==> src/rtl/multicycle_control.sv <==
// Multicycle MIPS control unit: Moore FSM driving datapath strobes, PC enable, overflow trap and illegal-opcode pulse.
// Latency: outputs decode the state register (PCEn adds Zero combinationally); lw 5, sw/R/addi 4, beq/j 3 cycles.
// Backpressure: none; advances one state per clock, and reset aborts the current instruction asynchronously.
//
// Ports: clk, reset (async active-high); Op[5:0] opcode, Zero / overflow ALU flags;
//        datapath strobes IorD, IRWrite, MemWrite, RegDst, MemtoReg, RegWrite, ALUSrcA, Branch, PCWrite;
//        ALUSrcB[1:0], ALUOp[1:0], PCSrc[1:0]; PCEn, ovf_trap, illegal_op, state[3:0] (debug).
// Optional feature: define MC_JUMP_EN to support the j instruction (JUMP state). Without it, j is illegal.
module multicycle_control (
   input  logic       clk,
   input  logic       reset,
   input  logic [5:0] Op,
   input  logic       Zero,
   input  logic       overflow,
   output logic       IorD,
   output logic       IRWrite,
   output logic       MemWrite,
   output logic       RegDst,
   output logic       MemtoReg,
   output logic       RegWrite,
   output logic       ALUSrcA,
   output logic       Branch,
   output logic       PCWrite,
   output logic [1:0] ALUSrcB,
   output logic [1:0] ALUOp,
   output logic [1:0] PCSrc,
   output logic       PCEn,
   output logic       ovf_trap,
   output logic       illegal_op,
   output logic [3:0] state
);

   typedef enum logic [3:0] {
      S_FETCH   = 4'd0,
      S_DECODE  = 4'd1,
      S_MEMADR  = 4'd2,
      S_MEMRD   = 4'd3,
      S_MEMWB   = 4'd4,
      S_MEMWR   = 4'd5,
      S_EXECUTE = 4'd6,
      S_ALUWB   = 4'd7,
      S_BRANCH  = 4'd8,
      S_ADDIEX  = 4'd9,
      S_ADDIWB  = 4'd10,
      S_JUMP    = 4'd11
   } state_t;

   localparam logic [5:0] OP_LW   = 6'b100011;
   localparam logic [5:0] OP_SW   = 6'b101011;
   localparam logic [5:0] OP_RTYP = 6'b000000;
   localparam logic [5:0] OP_BEQ  = 6'b000100;
   localparam logic [5:0] OP_ADDI = 6'b001000;
`ifdef MC_JUMP_EN
   localparam logic [5:0] OP_J    = 6'b000010;
`endif

   state_t state_q, state_d;
   logic   ovf_q;
   logic   illegal_q, illegal_d;
   logic   pc_write_raw, ir_write_raw;

   // State, overflow capture and illegal-opcode pulse registers.
   always_ff @(posedge clk or posedge reset) begin
      if (reset) begin
         state_q   <= S_FETCH;
         ovf_q     <= 1'b0;
         illegal_q <= 1'b0;
      end else begin
         state_q   <= state_d;
         // Only the edge leaving an ALU-execute state keeps the flag; every other edge clears it.
         ovf_q     <= ((state_q == S_EXECUTE) || (state_q == S_ADDIEX)) & overflow;
         illegal_q <= illegal_d;
      end
   end

   // Next-state logic. Op is looked at only in DECODE and MEMADR.
   always_comb begin
      state_d   = S_FETCH;
      illegal_d = 1'b0;
      case (state_q)
         S_FETCH:  state_d = S_DECODE;
         S_DECODE: begin
            case (Op)
               OP_LW, OP_SW: state_d = S_MEMADR;
               OP_RTYP:      state_d = S_EXECUTE;
               OP_BEQ:       state_d = S_BRANCH;
               OP_ADDI:      state_d = S_ADDIEX;
`ifdef MC_JUMP_EN
               OP_J:         state_d = S_JUMP;
`endif
               default: begin
                  state_d   = S_FETCH;
                  illegal_d = 1'b1;
               end
            endcase
         end
         S_MEMADR:  state_d = (Op == OP_LW) ? S_MEMRD : S_MEMWR;
         S_MEMRD:   state_d = S_MEMWB;
         S_EXECUTE: state_d = S_ALUWB;
         S_ADDIEX:  state_d = S_ADDIWB;
         // Terminal states, JUMP and unused codes all return to FETCH.
         default:   state_d = S_FETCH;
      endcase
   end

   // Moore output decode; anything not set in a state stays 0.
   always_comb begin
      IorD         = 1'b0;
      ir_write_raw = 1'b0;
      MemWrite     = 1'b0;
      RegDst       = 1'b0;
      MemtoReg     = 1'b0;
      RegWrite     = 1'b0;
      ALUSrcA      = 1'b0;
      Branch       = 1'b0;
      pc_write_raw = 1'b0;
      ALUSrcB      = 2'b00;
      ALUOp        = 2'b00;
      PCSrc        = 2'b00;
      ovf_trap     = 1'b0;
      case (state_q)
         S_FETCH: begin
            ir_write_raw = 1'b1;
            ALUSrcB      = 2'b01;
            pc_write_raw = 1'b1;
         end
         S_DECODE: ALUSrcB = 2'b11;
         S_MEMADR, S_ADDIEX: begin
            ALUSrcA = 1'b1;
            ALUSrcB = 2'b10;
         end
         S_MEMRD: IorD = 1'b1;
         S_MEMWR: begin
            IorD     = 1'b1;
            MemWrite = 1'b1;
         end
         S_MEMWB: begin
            MemtoReg = 1'b1;
            RegWrite = 1'b1;
         end
         S_EXECUTE: begin
            ALUSrcA = 1'b1;
            ALUOp   = 2'b10;
         end
         S_ALUWB: begin
            RegDst   = 1'b1;
            RegWrite = ~ovf_q;
            ovf_trap = ovf_q;
         end
         S_ADDIWB: begin
            RegWrite = ~ovf_q;
            ovf_trap = ovf_q;
         end
         S_BRANCH: begin
            ALUSrcA = 1'b1;
            ALUOp   = 2'b01;
            PCSrc   = 2'b01;
            Branch  = 1'b1;
         end
`ifdef MC_JUMP_EN
         S_JUMP: begin
            PCSrc        = 2'b10;
            pc_write_raw = 1'b1;
         end
`endif
         default: ;
      endcase
   end

   // While reset is held the FETCH decode is visible, but nothing may load the PC or IR.
   assign PCWrite    = pc_write_raw & ~reset;
   assign IRWrite    = ir_write_raw & ~reset;
   assign PCEn       = PCWrite | (Branch & Zero);
   assign illegal_op = illegal_q;
   assign state      = state_q;

endmodule

==> config.mk <==
export PLATFORM = sky130hd
export DESIGN_NAME = multicycle_control
export DESIGN_NICKNAME = d
export VERILOG_FILES = /design/src/rtl/multicycle_control.sv
export SDC_FILE = /design/constraint.sdc
export NUM_CORES = 1
export LEC_CHECK = 0
export ABC_AREA = 1
export BUFFER_PORTS_ARGS = -buffer_cell sky130_fd_sc_hd__buf_4
export CAP_MARGIN = 20
export CELL_PAD_IN_SITES_DETAIL_PLACEMENT = 0
export CELL_PAD_IN_SITES_GLOBAL_PLACEMENT = 1
export CORE_UTILIZATION = 26
export CTS_CLUSTER_SIZE = 30
export DETAILED_ROUTE_END_ITERATION = 6
export PLACE_DENSITY_LB_ADDON = 0.1
export SYNTH_ARGS = -nofsm -noshare
export SYNTH_HDL_FRONTEND = slang
export SYNTH_SLANG_ARGS = --single-unit
==> constraint.sdc <==
create_clock -name clk -period 1.3 [get_ports clk]
set_input_delay 0.26 -clock clk [delete_from_list [all_inputs] [get_ports clk]]
set_output_delay 0.26 -clock clk [all_outputs]
set_load 0.01 [all_outputs]
==> results.json <==
{
  "cts.clk_slew.worst_paths_ps": 50,
  "fin_hold_ws_ps": 249,
  "area_growth_pct": 84.5,
  "htree_levels": 1,
  "root_buffer": "clkbuf_4",
  "clock_path_buffers": 2,
  "num_rows": 16,
  "wl_per_cell_um": 9.32,
  "setup_viol": 21,
  "cp_max_fo": 4,
  "antenna_left": 0,
  "grt_overflow": 0,
  "fin_skew_ps": 7.02,
  "drt_iter0_drc": 9,
  "power.share.sequential": 0.221,
  "n_antenna_cell": 0,
  "p_switching_uw": 518,
  "hold_class": "in2reg",
  "combPwrFrac": 0.647,
  "syn_inst": 92,
  "hold_viol": 0,
  "period_share": 1.20,
  "synthDistinctLibCells": 15,
  "vias_per_cell": 4.16,
  "p_leak_uw": 0.000596,
  "path_cells": "inv_2 -> nand2_4 -> nor2_4 -> inv_2 -> nand2_2 -> inv_2 -> nand3_2 -> buf_6",
  "clock_latency_ps": 240,
  "numPortBuffers": 30,
  "yosys-top-cells-area": "dfrtp_1 28%, nand2_1 15%, nor2_1 12%",
  "fin_crit_ps": 1550,
  "crit_path_max_incr_delay_ps": 420,
  "antenna_found_initial": 0,
  "critPathSlowestCell": "dfrtp_1",
  "core-area_um2": 1960,
  "cp.arrival_ps": 1290,
  "cp_common_cell": "inv_2",
  "globalRouteMet2Util": 0.277,
  "dieArea_um2": 2260,
  "start_kind": "flop",
  "powerDensity_nw_per_um2": 1270,
  "grt_use_met1": 0.159,
  "firstDrtPassIters": 6,
  "yosysTopAreaCellShare": 0.278,
  "synth_fp_nets": 102,
  "die_y_um": 47.5,
  "finalCoreUtilization": 0.507,
  "io_pins": 32,
  "status": "finished with violations",
  "violations": "negative setup slack",
  "start_util": 0.275,
  "wirelength_um": 1560,
  "drc": 0,
  "finalNetCount": 152,
  "critPathKind": "reg2out",
  "cp.buffers_inverters": 4,
  "drv_slew": 0,
  "grt_pass1_vias": 566,
  "die_x_um": 47.5,
  "yosys.area.top_type": "dfrtp_1",
  "swShare": 0.409,
  "track_usage": 0.146,
  "place.gp.congestion": 0.858,
  "cts_tree": "yes",
  "synth_area_um2": 539,
  "intPower_uw": 749,
  "synth.avg_cell_area_um2": 5.86,
  "dp_hpwl_um": 1250,
  "yosysSeqAreaShare": 0.278,
  "fmax_mhz": 643,
  "required_ps": 1040,
  "worst_slack_ps": -254,
  "routed-via-count": 695,
  "stdcell_count": 167,
  "p_clk_frac": 0.132,
  "use_met3": 0.0226,
  "clock_sinks": 6,
  "drive_gt1_frac": 0.550,
  "cap_violations": 0,
  "rsz0062_at_grt": "true",
  "grt_pass1_wl_um": 2240,
  "end_kind": "output pin",
  "ys_warn_count": 0,
  "dpl.cell_count": 156,
  "path_delay_family": "flip-flops",
  "numCtsBuffers": 3,
  "grt_start_max_net_pins": 7,
  "ys_ff_latch": 6,
  "grt_busiest_layer": "met2",
  "peakVddDrop_mv": 0.614
}
-- cells by family after synthesis --
family,synth area share
flip-flops,0.278
AND/OR/NAND/NOR,0.471
buffers and inverters,0.195
other,0.00695
AO/OA/AOI/OAI,0.0487
-- per-layer routing --
layer	share of wire	vias to the layer above	wire [um]
li1	-	365	-
met3	0.047	0	73
met5	0	-	0
met1	0.38	303	584
met2	0.58	27	898
met4	0	0	0
-- power groups by stage --
stage | registers (uW) | logic, uW | clock network [uW]
floorplan | 292 | 346 | 0
global placement | 270 | 714 | 0
detailed placement | 271 | 714 | 0
CTS | 273 | 779 | 175
global route | 288 | 913 | 179
finish | 280 | 820 | 167
-- sequential cells by signal, summed over array words and instances, names as in the netlist --
signal      cells
state           4
illegal_op      1
ovf_q           1
-- final cells by class --
class / count / area (um^2)
Clock buffer: 3 / 22.5
Multi-Input combinational cell: 62 / 325
Sequential cell: 6 / 153
Timing Repair Buffer: 49 / 385
Inverter: 20 / 75.1
Tap cell: 27 / 33.8
Fill cell: 229 / 967
-- cell usage in the layout, fill, tap and decap left out, drive strengths merged, types with 3 or more instances in the layout --
cell    count
nand3       7
nor2       22
buf        48
dfrtp       6
clkbuf      3
inv        20
o21ai       3
nand2      26
-- Yosys cell counts, drive strengths merged --
library cell  count
nand2            26
nor2             22
inv              20
nand3             7
dfrtp             6
buf               4
o21ai             3
a21oi             1
conb              1
nand4             1
o22ai             1
-- worst paths after layout --
path / cells after the start / slack [ps] / to / from
min in group asynchronous: 3 / 510 / illegal_op$_DFF_PP0_ / reset
min: 3 / 250 / ovf_q$_DFF_PP0_ / overflow
max reg2reg: 8 / -30 / state[1]$_DFF_PP0_ / state[3]$_DFF_PP0_
max: 8 / -250 / ALUSrcA / state[0]$_DFF_PP0_
max in group asynchronous: 3 / 580 / state[1]$_DFF_PP0_ / reset
min reg2reg: 3 / 720 / state[0]$_DFF_PP0_ / state[2]$_DFF_PP0_
-- through the flow --
step	power, uW	TNS (ps)	worst slack (ps)	cell area [um^2]
finish	1270	-3140	-254	995
global route	1380	-4820	-329	995
CTS	1230	-3210	-245	936
detailed placement	985	-158	-46.1	853
global placement	983	-249	-67.0	853
floorplan	638	0	9.72	542
-- repair_timing --
action,CTS,global route
setup buffers,5,3
gates resized for setup,7,13
endpoints found under the setup margin,16,21
hold buffers,1,0
hold endpoints to repair,6,0
pin swaps,3,3
-- worst min-delay path, delay by kind of cell --
family / cells / cell delay (ps)
buffers and inverters: 2 / 170
AND/OR/NAND/NOR: 1 / 40
Power figures use the tool's default switching activity.
